**src/rtl/int_divider_seq_pkg.sv**
```systemverilog
// Shared types and default sizing for the sequential restoring divider.
// Latency: n/a (declarations only).
// Backpressure: n/a (declarations only).
`ifndef INT_DIVIDER_SEQ_PKG_SV
`define INT_DIVIDER_SEQ_PKG_SV
package int_divider_seq_pkg;

    // Default operand width matches the FP32 mantissa including the hidden bit.
    localparam int DIV_WIDTH_DEF = 24;
    // Extra fraction bits give enough quotient bits for guard/round/sticky.
    localparam int DIV_FRAC_DEF  = 26;

    typedef enum logic [1:0] {
        ST_IDLE = 2'd0,
        ST_BUSY = 2'd1,
        ST_DONE = 2'd2
    } div_state_t;

endpackage
`endif

```
**src/rtl/int_divider_seq_step.sv**
```systemverilog
// One restoring-division step: shift in a dividend bit, trial-subtract the divisor.
// Latency: purely combinational.
// Backpressure: none; the caller decides when the result is registered.
module int_div_step #(
    parameter int WIDTH = 24
) (
    input  logic [WIDTH-1:0] p_i,      // partial remainder, always < b_i
    input  logic             n_bit_i,  // next dividend bit (msb of shifted dividend)
    input  logic [WIDTH-1:0] b_i,      // divisor
    output logic [WIDTH-1:0] p_o,      // new partial remainder, always < b_i
    output logic             q_bit_o   // quotient bit produced by this step
);

    // The shifted value needs WIDTH+1 bits so the compare cannot overflow;
    // the result is below b_i again and fits back in WIDTH bits.
    logic [WIDTH:0]   p_shift;
    logic [WIDTH-1:0] diff;

    // Trial subtraction: keep the difference only if it does not go negative.
    always_comb begin
        p_shift = {p_i, n_bit_i};
        diff    = p_shift[WIDTH-1:0] - b_i;
        q_bit_o = (p_shift >= {1'b0, b_i});
        p_o     = q_bit_o ? diff : p_shift[WIDTH-1:0];
    end

endmodule

```
**src/rtl/int_divider_seq.sv**
```systemverilog
// Sequential restoring divider: quotient = floor(a*2^FRAC/b), one quotient bit per cycle.
// Latency: result valid WIDTH+FRAC+1 cycles after accept (1 cycle when b==0).
// Backpressure: result held in DONE until out_ready; in_ready only rises in IDLE.
module int_divider_seq
    import int_divider_seq_pkg::*;
#(
    parameter int WIDTH = DIV_WIDTH_DEF,
    parameter int FRAC  = DIV_FRAC_DEF
) (
    input  logic                    clk,
    input  logic                    rst,
    input  logic                    in_valid,
    output logic                    in_ready,
    input  logic [WIDTH-1:0]        a,
    input  logic [WIDTH-1:0]        b,
    output logic                    out_valid,
    input  logic                    out_ready,
    output logic [WIDTH+FRAC-1:0]   quotient,
    output logic [WIDTH-1:0]        remainder,
    output logic                    sticky,
    output logic                    div_by_zero
);

    localparam int QW = WIDTH + FRAC;
    localparam int CW = $clog2(QW + 1);

    div_state_t        state_q;
    logic              in_ready_q;
    logic              out_valid_q;
    logic [QW-1:0]     n_q;          // dividend, consumed msb first
    logic [QW-1:0]     q_q;          // quotient bits accumulated so far
    logic [WIDTH-1:0]  b_q;
    logic [WIDTH-1:0]  p_q;          // partial remainder
    logic [WIDTH-1:0]  p_d;
    logic              q_bit_d;
    logic [CW-1:0]     count_q;      // remaining BUSY cycles

    logic [QW-1:0]     quotient_q;
    logic [WIDTH-1:0]  remainder_q;
    logic              sticky_q;
    logic              div_by_zero_q;

    int_div_step #(
        .WIDTH (WIDTH)
    ) u_step (
        .p_i     (p_q),
        .n_bit_i (n_q[QW-1]),
        .b_i     (b_q),
        .p_o     (p_d),
        .q_bit_o (q_bit_d)
    );

    // Control FSM plus datapath registers; result fields are only loaded on
    // entry to DONE so they stay put after the handshake.
    always_ff @(posedge clk) begin
        if (rst) begin
            state_q       <= ST_IDLE;
            in_ready_q    <= 1'b1;
            out_valid_q   <= 1'b0;
            n_q           <= '0;
            q_q           <= '0;
            b_q           <= '0;
            p_q           <= '0;
            count_q       <= '0;
            quotient_q    <= '0;
            remainder_q   <= '0;
            sticky_q      <= 1'b0;
            div_by_zero_q <= 1'b0;
        end else begin
            case (state_q)
                ST_IDLE: begin
                    if (in_valid) begin
                        in_ready_q <= 1'b0;
                        if (b != '0) begin
                            n_q     <= {a, {FRAC{1'b0}}};
                            b_q     <= b;
                            p_q     <= '0;
                            q_q     <= '0;
                            count_q <= CW'(QW);
                            state_q <= ST_BUSY;
                        end else begin
                            // Divide by zero short-circuits straight to a result.
                            quotient_q    <= '1;
                            remainder_q   <= a;
                            sticky_q      <= (a != '0);
                            div_by_zero_q <= 1'b1;
                            out_valid_q   <= 1'b1;
                            state_q       <= ST_DONE;
                        end
                    end
                end
                ST_BUSY: begin
                    p_q     <= p_d;
                    n_q     <= {n_q[QW-2:0], 1'b0};
                    q_q     <= {q_q[QW-2:0], q_bit_d};
                    count_q <= count_q - CW'(1);
                    if (count_q == CW'(1)) begin
                        // Last step: publish the step output directly.
                        quotient_q    <= {q_q[QW-2:0], q_bit_d};
                        remainder_q   <= p_d;
                        sticky_q      <= (p_d != '0);
                        div_by_zero_q <= 1'b0;
                        out_valid_q   <= 1'b1;
                        state_q       <= ST_DONE;
                    end
                end
                ST_DONE: begin
                    if (out_ready) begin
                        out_valid_q <= 1'b0;
                        in_ready_q  <= 1'b1;
                        state_q     <= ST_IDLE;
                    end
                end
                default: begin
                    state_q <= ST_IDLE;
                end
            endcase
        end
    end

    assign in_ready    = in_ready_q;
    assign out_valid   = out_valid_q;
    assign quotient    = quotient_q;
    assign remainder   = remainder_q;
    assign sticky      = sticky_q;
    assign div_by_zero = div_by_zero_q;

endmodule

```
**config.mk**
```make
export PLATFORM = sky130hd
export DESIGN_NAME = int_divider_seq
export DESIGN_NICKNAME = d
export VERILOG_FILES = /design/src/rtl/int_divider_seq_pkg.sv /design/src/rtl/int_divider_seq_step.sv /design/src/rtl/int_divider_seq.sv
export SDC_FILE = /design/constraint.sdc
export NUM_CORES = 1
export LEC_CHECK = 0
export CAP_MARGIN = 15
export CORE_ASPECT_RATIO = 0.75
export CORE_MARGIN = 1
export CORE_UTILIZATION = 57
export CTS_CLUSTER_DIAMETER = 120
export DETAILED_ROUTE_END_ITERATION = 8
export PLACE_DENSITY_LB_ADDON = 0.1
export SYNTH_ARGS = -nofsm -noshare
export SYNTH_HDL_FRONTEND = slang
export SYNTH_SLANG_ARGS = --single-unit
```
**constraint.sdc**
```tcl
create_clock -name clk -period 8 [get_ports clk]
set_input_delay 2 -clock clk [delete_from_list [all_inputs] [get_ports clk]]
set_output_delay 2 -clock clk [all_outputs]
set_load 0.01 [all_outputs]
```
-- Yosys cells after proc, flatten, opt, wreduce, memory -nomap -nowiden
Cells that the tools add are included.
- register bits: 233
- input port bits: 52
- muxes and demuxes: 40
- reductions and logical operators: 13
- add/subtract/negate cells: 2
- $lt $le $gt $ge: 1
- eq/ne operators: 8
- operator list (kind ; number):
    50-bit 2-to-1 mux ; 5
    50-bit case mux with 2 select lines ; 2
    24-bit 2-to-1 mux ; 6
    49-bit 2-to-1 mux ; 2
    49-bit case mux with 2 select lines ; 1
    24-bit case mux with 2 select lines ; 2
    24-bit nonzero test ; 3
    25-bit by 24-bit greater-or-equal comparator with 1-bit output ; 1
    24-bit subtractor ; 1
    6-bit 2-to-1 mux ; 2
    6-bit case mux with 2 select lines ; 1
    3-bit AND reduction ; 4
    1-bit 2-to-1 mux ; 10
    2-bit inequality test, second input constant ; 5
    2-bit 2-to-1 mux ; 4
    6-bit by 1-bit equality test with 1-bit output, second input constant ; 1
    1-bit case mux with 2 select lines ; 3
    2-bit case mux with 3 select lines ; 1
    6-bit by 1-bit subtractor with 6-bit output, second input constant ; 1
    5-bit AND reduction ; 1
    4-bit AND reduction ; 1
    2-bit nonzero test ; 2
    1-bit case mux with 3 select lines ; 1
    3-bit nonzero test ; 1
    other kinds (3) ; 3

-- Depth between registers and ports, before layout
- depth in word-level cells: 5
- depth in mapped cells: 13
- gate-level depth less buffers: 12

-- Modules after synthesis
Synthesis repeated with hierarchy kept, for this count alone.
- cells, all modules: 1266
- area total of the unflattened synthesis: 10136.0 um^2
- by module, submodules not included (module ; cells an instance ; area each (um^2) ; sequential area each (um^2) ; instances):
    int_divider_seq ; 1014 ; 8404.3 ; 4144.0 ; 1
    int_div_step ; 252 ; 1731.7 ; 0.0 ; 1

-- Least setup slack after synthesis
OpenSTA, ideal clock, no wires.
- kind: in2reg
- start point: in b[12]
- end point: reg p_q[12]
- setup time: 0.128 ns
- data required time: 7.872 ns
- path slack: 4.247 ns
- cell stages on the path: 11
- arrival time: 3.625 ns
- path through: nor4_1 > nand4_1 > nor2_1 > or2_2 > buf_2 > o21ai_0 > nand2_1 > buf_2 > nor2_1 > a21oi_1 > nor2_1
- longest elaborated chain between the ends: 3
- ends and longest elaborated chain (item ; RTL line ; text):
    from (decl) ; int_divider_seq.sv:15 ; input logic [WIDTH-1:0] b,
    24-bit nonzero test ; int_divider_seq.sv:74 ; if (b != '0) begin
    2-bit inequality test (no source line) ; - ;
    3-bit AND reduction (no source line) ; - ;
    to (signal assigned) ; int_divider_seq.sv:93 ; p_q <= p_d;
    to (decl) ; int_divider_seq.sv:33 ; logic [WIDTH-1:0] p_q;
No other way between the ends.
A chain may end at the register's enable or synchronous reset.

-- Worst setup path after layout
- start point: in b[23]
- end point: reg p_q[6]
Same word-level chain as after synthesis.

==> impl_results.md <==
* Outcome: finished clean
* Unique masters post-synth at 69
* Peak Freq at 0.176 GHz
* Sequential power share at 0.326
* RSZ-0062 raised after global routing: no
* Worst min-delay path class: reg -> reg
* Final setup vio count at 0
* CP startpoint: b[23]
* Nets@finish at 1,435
* DRT Wirelength at 26,300 µm
* Final Power at 4.03 mW
* Initial Util at 0.583
* Commonest cells post-synth: 207 x dfxtp_1, 198 x nand2_1, 190 x a21oi_1
* DRT iter0 DRCs at 1,022
* Global-route wire length before repair at 42,600 µm
* Crit path to: p_q[6]$_SDFFE_PP0P_
* Cell-internal power at 2.48 mW
* Avg Cell Area, Syn at 7.62 µm²
* Yosys warns at 0
* Worst skew pair latency at 500 ps
* Req. time, crit path at 8350 ps
* Flops & latches, synth at 207
* Combinational share of power at 0.414
* R2R setup slack at 4420 ps
* CTS tree: yes
* CP Launch Type: primary input
* Placement Rows at 41
* Initial antenna violation count at 0
* Max-capacitance violation count at 0
* Synth area leaders: dfxtp_1 42%, a21oi_1 9.7%, nand2_1 7.6%, o21ai_0 5.1%, nor2_1 5.1%
* Hold path depth at 2
* Clock-pin slew on the worst setup and hold paths at 60 ps
* Die W at 153 µm
* Share of the yosys chip area belonging to registers at 0.423
* Height of the die at 116 µm
* Critical-path top delay cell: nor4_1
* Top cell type by total area after synthesis: dfxtp_1
* CTS sink count at 207
* Setup TNS at 0 ps
* PortBufs at 129
* # diodes at 0
* CP max stage delay at 840 ps
* Antenna viol nets, final at 0
* Sw Share at 0.384
* Drt first pass iters at 5
* Slew headroom at 0.251
* Clk root buf: clkbuf_16
* Psw at 1.55 mW
* Final WS setup at 2310 ps
* CP Cell Sequence: clkdlybuf4s50_1, nor4_1, nand4_1, nor2_1, or2_2, o21ai_4, buf_4, nand2_1, nor2_1, a21oi_1, nor2_1
* DR vias at 9,432
* Final hold violations at 0
* Syn Inst Count at 1,287
* # IOs at 130
* Crit-path most repeated cell: nor2_1
* Fill cell count at 1,397
* Reg2reg path depth at 9
* DRC violation count after routing at 0
* Die area at 0.0177 mm²
* Area grow syn2layout at 20.4%
* Num CTS Buffers at 21
* Synthesized area at 0.00981 mm²
* Hold Slack at 449 ps
* Synth Flop Type: dfxtp_1
* Setup repair bufs after CTS at 0
* Reg-to-Reg Start: state_q[1]$_SDFFE_PP0P_
* H-tree levels at 1
* Critical path endpoint category: register
* Most common cell in the netlist: dfxtp_1
* Clock Power Share at 0.260
* Max FO, Critical Path at 77
* Worst-margin pin slew at 1120 ps
* VDD IR max at 0.000201 V
* Cts hold-fix bufs at 0
* Core area at 0.0168 mm²
* Area share of the largest cell type after synthesis at 0.423
* Max Slew Vio Count at 0
* Wire per inst at 16.7 µm
* Post-cts sizing count at 0
* Via density at 5.97
* GRT Overall Usage at 0.293
* Synthesized net count at 1,369
* Leakage at 4.17 nW
* Ratio of total power to cell area at 341 mW/mm²
* Final period util at 0.711
* Async set-or-reset flop fraction in the synthesized netlist at 0
* Skew final at 10.1 ps
* DP Wirelength at 17,600 µm
* Largest net degree at the start of global routing at 132
* CP arrival at 6040 ps
* Vias in the first global route at 8,305
* Gp weighted congestion at 0.974
* Clock Tree Buf Depth at 3
* Share of layout cells above drive strength 1 at 0.0454
* Place WS at 2100 ps
* Final Critical Period at 5690 ps
* EDFF count, synth at 0
* Crit Path Class: in -> reg
* Worst r2r dst: quotient[0]$_SDFFE_PP0P_
* GRT overflow at 0
[worst min path at each step]
| stage | startpoint | slack, ps | endpoint |
|---|---|---|---|
| after floorplan | q_q[48]$_SDFFE_PP0P_ | 430 | q_q[48]$_SDFFE_PP0P_ |
| after global placement | q_q[48]$_SDFFE_PP0P_ | 440 | q_q[48]$_SDFFE_PP0P_ |
| after detailed placement | quotient[48]$_SDFFE_PP0P_ | 440 | quotient[48]$_SDFFE_PP0P_ |
| after CTS | remainder[17]$_SDFFE_PP0P_ | 450 | remainder[17]$_SDFFE_PP0P_ |
| after global routing | remainder[17]$_SDFFE_PP0P_ | 460 | remainder[17]$_SDFFE_PP0P_ |
| final | quotient[44]$_SDFFE_PP0P_ | 450 | quotient[44]$_SDFFE_PP0P_ |
[layer usage]
metal | up-vias | global-route usage | share of wire
li1 | 4625 | - | -
met1 | 4393 | 0.431 | 0.47
met2 | 387 | 0.453 | 0.43
met3 | 27 | 0.0497 | 0.086
met4 | 0 | 0.0573 | 0.014
met5 | - | 0 | 0
[flip-flops by register name (all words and copies together) (netlist names), 2 cells and up]
| signal | flops |
|---|---|
| quotient | 50 |
| q_q | 49 |
| b_q | 24 |
| n_q | 24 |
| p_q | 24 |
| remainder | 24 |
| count_q | 6 |
| state_q | 2 |
[power by group through the flow]
stage | Combinational [mW] | Clock, mW | Sequential [mW]
global route | 1.82 | 1.10 | 1.33
CTS | 1.64 | 1.05 | 1.31
finish | 1.67 | 1.05 | 1.31
detailed placement | 1.63 | 0 | 1.33
global placement | 1.62 | 0 | 1.33
floorplan | 1.14 | 0 | 1.34
[cells in the final DEF (no fill, tap or decap), types with 4 or more instances in the layout]
| cell type | synthesis | layout |
|---|---|---|
| dfxtp_1 | 207 | 207 |
| nand2_1 | 198 | 198 |
| a21oi_1 | 190 | 190 |
| nor2_1 | 133 | 132 |
| clkdlybuf4s50_1 | 0 | 128 |
| o21ai_0 | 100 | 99 |
| nand3_1 | 59 | 59 |
| nor3_1 | 37 | 37 |
| inv_1 | 33 | 32 |
| or3_1 | 29 | 29 |
| ha_1 | 29 | 28 |
| clkbuf_16 | 0 | 21 |
| a211oi_1 | 20 | 20 |
| nor4_1 | 19 | 19 |
| mux2i_1 | 16 | 16 |
| xnor2_1 | 14 | 14 |
| a22oi_1 | 9 | 9 |
| nand4_1 | 8 | 8 |
| xor2_1 | 8 | 8 |
| buf_4 | 2 | 8 |
| a21o_1 | 6 | 6 |
| nor2b_1 | 5 | 5 |
| o211ai_1 | 5 | 5 |
| clkbuf_1 | 69 | 4 |
| bufinv_16 | 0 | 4 |
[cell families (layout without fill, tap and decap cells)]
group,count (synthesis),in the layout,synth area share
adders and majority gates,30,30,0.0390
and+or+nand+nor,509,509,0.231
muxes,17,17,0.0175
buffers and inverters,127,206,0.0522
xor gates and xnor gates,22,22,0.0196
AOI/OAI and AO/OA,375,375,0.218
DFF,207,207,0.423
[area by class of cell]
type	count	area (µm²)	share of cell area
flip-flops and latches	207	4140	0.351
clock buffers	28	582	0.0493
multi-input cells	953	5190	0.440
inverters	33	124	0.0105
clock inverters	8	144	0.0122
repair buffers	137	1350	0.115
well taps	215	269	0.0228
[through the flow]
| step | cell area, µm² | utilization | std cells |
|---|---|---|---|
| floorplan | 9810 | - | 1287 |
| global placement | 11100 | 0.659 | 1545 |
| detailed placement | 11100 | 0.659 | 1545 |
| CTS | 11800 | 0.702 | 1581 |
| global route | 11800 | 0.702 | 1581 |
| finish | 11800 | 0.702 | 1581 |
[critical path: cells and delay by family]
| family | cells | cell delay [ps] |
|---|---|---|
| AOI/OAI and AO/OA | 2 | 260 |
| buffers and inverters | 2 | 790 |
| and+or+nand+nor | 7 | 2920 |
Note: power is estimated with default switching activity, not from simulation.
